$ cat src/rtl/alu_acc_seq.sv
// Accumulator ALU with carry/zero flags, valid/ready op handshake
// and a multi-cycle shift-add unsigned multiplier.
module alu_acc_seq #(
    parameter int WIDTH = 8
) (
    input  logic             clk,
    input  logic             Reset,
    input  logic             op_valid,
    input  logic [3:0]       op_code,
    input  logic [WIDTH-1:0] r,
    output logic             op_ready,
    output logic             done,
    output logic [WIDTH-1:0] acc,
    output logic [WIDTH-1:0] acc_hi,
    output logic             cy,
    output logic             z
);

    localparam int CW = $clog2(WIDTH + 1);

    localparam logic [3:0] OP_ADD = 4'd0;
    localparam logic [3:0] OP_ADC = 4'd1;
    localparam logic [3:0] OP_SUB = 4'd2;
    localparam logic [3:0] OP_SBB = 4'd3;
    localparam logic [3:0] OP_AND = 4'd4;
    localparam logic [3:0] OP_OR  = 4'd5;
    localparam logic [3:0] OP_XOR = 4'd6;
    localparam logic [3:0] OP_NOT = 4'd7;
    localparam logic [3:0] OP_LD  = 4'd8;
    localparam logic [3:0] OP_SHL = 4'd9;
    localparam logic [3:0] OP_SHR = 4'd10;
    localparam logic [3:0] OP_ROL = 4'd11;
    localparam logic [3:0] OP_ROR = 4'd12;
    localparam logic [3:0] OP_MUL = 4'd13;
    localparam logic [3:0] OP_CMP = 4'd14;
    localparam logic [3:0] OP_NOP = 4'd15;

    typedef enum logic {
        S_IDLE,
        S_MUL
    } state_t;

    state_t             state;
    state_t             state_nxt;
    logic [CW-1:0]      cnt;
    logic [WIDTH-1:0]   mcand;
    logic [2*WIDTH-1:0] prod;
    logic [2*WIDTH-1:0] prod_nxt;
    logic [WIDTH:0]     mul_sum;
    logic [WIDTH:0]     add_w;
    logic [WIDTH:0]     sub_w;
    logic               cin;
    logic               accept;
    logic               last_iter;
    logic [WIDTH-1:0]   alu_acc;
    logic               alu_cy;
    logic               alu_z;

    assign op_ready  = (state == S_IDLE);
    assign accept    = op_valid && op_ready;
    assign last_iter = (cnt == CW'(1));

    always_ff @(posedge clk) begin
        if (Reset) state <= S_IDLE;
        else       state <= state_nxt;
    end

    always_comb begin
        state_nxt = state;
        if (state == S_IDLE) begin
            if (accept && op_code == OP_MUL) state_nxt = S_MUL;
        end else begin
            if (last_iter) state_nxt = S_IDLE;
        end
    end

    // Low half of prod starts as the multiplier and is shifted out
    // as the partial product grows in from the top.
    always_comb begin
        mul_sum  = {1'b0, prod[2*WIDTH-1:WIDTH]}
                 + (prod[0] ? {1'b0, mcand} : '0);
        prod_nxt = {mul_sum, prod[WIDTH-1:1]};
    end

    always_comb begin
        cin     = (op_code == OP_ADC || op_code == OP_SBB) ? cy : 1'b0;
        add_w   = {1'b0, acc} + {1'b0, r} + {{WIDTH{1'b0}}, cin};
        sub_w   = {1'b0, acc} - {1'b0, r} - {{WIDTH{1'b0}}, cin};
        alu_acc = acc;
        alu_cy  = cy;
        unique case (op_code)
            OP_ADD, OP_ADC: begin
                alu_acc = add_w[WIDTH-1:0];
                alu_cy  = add_w[WIDTH];
            end
            OP_SUB, OP_SBB: begin
                alu_acc = sub_w[WIDTH-1:0];
                alu_cy  = sub_w[WIDTH];
            end
            OP_AND: begin alu_acc = acc & r; alu_cy = 1'b0; end
            OP_OR:  begin alu_acc = acc | r; alu_cy = 1'b0; end
            OP_XOR: begin alu_acc = acc ^ r; alu_cy = 1'b0; end
            OP_NOT: begin alu_acc = ~acc;    alu_cy = 1'b0; end
            OP_LD:  begin alu_acc = r;       alu_cy = 1'b0; end
            OP_SHL: begin
                alu_acc = {acc[WIDTH-2:0], 1'b0};
                alu_cy  = acc[WIDTH-1];
            end
            OP_SHR: begin
                alu_acc = {1'b0, acc[WIDTH-1:1]};
                alu_cy  = acc[0];
            end
            OP_ROL: begin
                alu_acc = {acc[WIDTH-2:0], cy};
                alu_cy  = acc[WIDTH-1];
            end
            OP_ROR: begin
                alu_acc = {cy, acc[WIDTH-1:1]};
                alu_cy  = acc[0];
            end
            OP_CMP: alu_cy = sub_w[WIDTH];
            OP_MUL, OP_NOP: ;
        endcase
        alu_z = (alu_acc == '0);
        if (op_code == OP_CMP) alu_z = (acc == r);
        if (op_code == OP_NOP) alu_z = z;
    end

    always_ff @(posedge clk) begin
        if (Reset) begin
            acc    <= '0;
            acc_hi <= '0;
            cy     <= 1'b0;
            z      <= 1'b1;
            done   <= 1'b0;
            cnt    <= '0;
            mcand  <= '0;
            prod   <= '0;
        end else begin
            done <= 1'b0;
            if (state == S_IDLE) begin
                if (accept && op_code == OP_MUL) begin
                    mcand <= acc;
                    prod  <= {{WIDTH{1'b0}}, r};
                    cnt   <= CW'(WIDTH);
                end else if (accept) begin
                    acc  <= alu_acc;
                    cy   <= alu_cy;
                    z    <= alu_z;
                    done <= 1'b1;
                end
            end else begin
                prod <= prod_nxt;
                cnt  <= cnt - CW'(1);
                if (last_iter) begin
                    acc    <= prod_nxt[WIDTH-1:0];
                    acc_hi <= prod_nxt[2*WIDTH-1:WIDTH];
                    cy     <= |prod_nxt[2*WIDTH-1:WIDTH];
                    z      <= ~|prod_nxt;
                    done   <= 1'b1;
                end
            end
        end
    end

endmodule

$ cat config.mk
export PLATFORM = sky130hd
export DESIGN_NAME = alu_acc_seq
export DESIGN_NICKNAME = d
export VERILOG_FILES = /design/src/rtl/alu_acc_seq.sv
export SDC_FILE = /design/constraint.sdc
export NUM_CORES = 1
export LEC_CHECK = 0
export ABC_AREA = 1
export BUFFER_PORTS_ARGS = -buffer_cell sky130_fd_sc_hd__buf_2
export CORE_MARGIN = 5
export CORE_UTILIZATION = 40
export DETAILED_ROUTE_END_ITERATION = 6
export PLACE_DENSITY = 0.69
export SYNTH_ARGS = -nofsm -noshare
export SYNTH_HDL_FRONTEND = slang
export SYNTH_SLANG_ARGS = --single-unit
$ cat constraint.sdc
create_clock -name clk -period 3.03 [get_ports clk]
set_input_delay 0.303 -clock clk [delete_from_list [all_inputs] [get_ports clk]]
set_output_delay 0.303 -clock clk [all_outputs]
set_load 0.02 [all_outputs]
==> run metrics <==
status=complete, no violations; first-pass GRT wire length=around 21,000 um; Setup WS pre-CTS=approximately 0.0059 ns; Via Count=approximately 4,600; Remaining Overflow, GRT=0; Initial Util=around 41%; wire per inst=roughly 15 um; final setup fails=0; Die X=between 100 and 150 um; CP Data Required Time=3.28 ns; ANT nets after route=0; Crit Path Max Fanout=3; leading register cell type out of synthesis=dfxtp_1; DP Area=approximately 4500 um^2; Placer Congestion=0.958; Slew Viols, Final=0; CP startpoint kind=flip-flop; period utilisation layout=90.7%; initial antenna violation count=0; DPL Wire Length=10,100 um; unrepaired setup endpoints after global routing=no; CTS H-Tree Depth=2; die area=roughly 12,000 um^2; Worst VDD drop=between 0.00015 and 0.0002 V; synthesized instance count=slightly below 700; # diodes=0; Slew HR=about half; CP Capture Type=flip-flop; setup tns final=0 ns; FF+latch area=~960 um^2; final instance area=between 4000 and 5000 um^2; DRC=0; clock insertion delay at the later pin of the skew report=about 0.3 ns; clk_skew=around 0.009 ns; simple-gate area share of the yosys netlist=35.3%; cell taking the most area after synthesis=dfxtp_1; DR iter-0 viols=~560; multiplexer share of the synthesized area=0%; max cap viols=0; final hold vios=0; post-CTS setup buffer count=0; # clock sinks=48; clk buf depth=2; DRT Pass-1 Iters=7; final WL=about 13,000 um; syn avg cell area=between 6 and 7 um^2; Min Hold Slack=roughly 0.33 ns; IO buf count=34; largest family of logic cells by synthesized area=simple AND/OR/NAND/NOR gates; critical path class=reg -> reg; Async S/R FF share, synth=0%; largest net degree at the start of global routing=27; CTS root buffer=clkbuf_8; area of the multi-input gates=between 2000 and 3000 um^2; fraction of layout cells with a size suffix above 1=under 10%; Synth Area in Compound Gates=between 10% and 20%; syn_nets=around 740; Area growth syn-to-layout=11.7%; Power Density=about 350 nW/um^2; final worst slack=around 0.28 ns; post-placement cell count=853; worst-margin pin slew=roughly 0.75 ns; Worst-path clk slew=roughly 0.090 ns; vias in the first global route=between 4,000 and 5,000; Global Route Usage Sum=20.7%; non-filler cells in the finished layout=between 800 and 900; Fmax achieved=around 360 MHz; adder-cell share of the synthesized area=~15%; Nets=slightly below 800; filler instances=between 1,000 and 1,500; vias per cell=roughly 5.3; leakage power=around 2.4 nW; top cell type's share of synthesized area=between 20% and 30%; #FFs+latches synth=48; Num CTS Buffers=5; Post-Syn Area=just over 4000 um^2; hold crit path type=in -> reg; XOR/XNOR Fraction of Synth Area=1.06%; CORE AREA=around 10,000 um^2; Ports=35; largest cells by area after synthesis=dfxtp_1 (23%), nand2_1 (19%), ha_1 (12%), inv_1 (8.8%), nor2_1 (6.0%); fin crit period=about 2.7 ns; Synth warnings=0; EDFF count, synth=0; CTS tree=built; cell with the most instances after synthesis=nand2_1; die span in y=around 110 um; post-synthesis sequential area ratio=a little under a quarter; Arrival @ worst endpoint=approximately 3.0 ns; commonest cells in the netlist=nand2_1 (214), inv_1 (97), nor2_1 (66); row count=37; synth unique cells=32
[cell families after synthesis]
| logic type | after synthesis |
|---|---|
| simple gates | 354 |
| flops | 48 |
| buf+inv | 116 |
| compound gates | 115 |
| xor+xnor | 5 |
| fa+ha+maj | 45 |
[power breakdown]
part / total (mW) / leakage (nW) / switching [mW] / internal (mW)
Sequential: 0.666 / 0.390 / 0.0154 / 0.651
Combinational: 0.590 / 1.96 / 0.390 / 0.200
Clock: 0.363 / 0.0410 / 0.206 / 0.157
[stage by stage]
stage | util (%) | power [mW]
2_1_floorplan | - | 1.07
3_3_place_gp | 44.3 | 1.25
3_5_place_dp | 44.3 | 1.25
4_1_cts | 45.1 | 1.61
5_1_grt | 45.2 | 1.74
6_report | 45.2 | 1.62
[layout make-up]
cell class	instances	area share, %
timing repair buffer	49	6.14
multi-input combinational	519	59.4
inverter	101	8.23
clock inverter	1	0.109
clock buffer	6	1.58
tap	136	3.69
sequential	48	20.9
[state kept, by name, indices dropped and copies added, names as in the netlist]
signal  count
prod       16
acc         8
acc_hi      8
mcand       8
cnt         4
cy          1
done        1
state       1
z           1
[placed cells by master (no fill, tap or decap), drive strengths merged, types with 2 or more instances in the layout]
master / n
clkbuf: 6
nor2: 67
nor4: 4
nand2: 216
xor2: 4
o22ai: 3
buf: 49
nand3b: 4
fa: 5
nand4: 8
nor3: 6
clkinv: 2
nand3: 44
inv: 100
o21ai: 48
a21oi: 41
or2: 4
o211ai: 4
ha: 40
dfxtp: 48
a31oi: 16
[final timing paths]
| kind | startpoint | slack (ns) | endpoint | cells after the start |
|---|---|---|---|---|
| max | cy | 0.28 | z | 21 |
| min reg2reg | prod[11] | 0.48 | prod[11] | 2 |
| max reg2reg | cy | 0.28 | z | 21 |
| min | r[1] | 0.33 | prod[1] | 3 |
[per-layer routing]
metal / routed length (um) / share of wire, % / track usage, %
met5: 0 / 0 / 0
met4: 245 / 1.9 / 5.76
met1: 6290 / 49 / 29.7
met2: 5430 / 42 / 32.4
met3: 828 / 6.5 / 2.93
[critical path, stage by stage, from the launching register on]
cell     delay [ns]
dfxtp_1        0.36
inv_1          0.10
nor3_2         0.19
buf_4          0.15
fa_1           0.22
inv_1          0.07
fa_1           0.42
inv_1          0.09
nand2_1        0.05
nand2_1        0.09
o21ai_0        0.09
nor2_1         0.14
nand3_1        0.12
nand2_1        0.08
nand3_1        0.07
nor2_2         0.10
nand4_1        0.08
nand2_1        0.06
nand2_1        0.05
nand2_1        0.07
nand2_1        0.05
nand2_1        0.04
[timing repair]
item                                    in CTS  in global routing
resized for setup                            0                  6
endpoints found under the setup margin       0                  2
hold buffers                                 0                  0
Power figures use the tool's default switching activity.
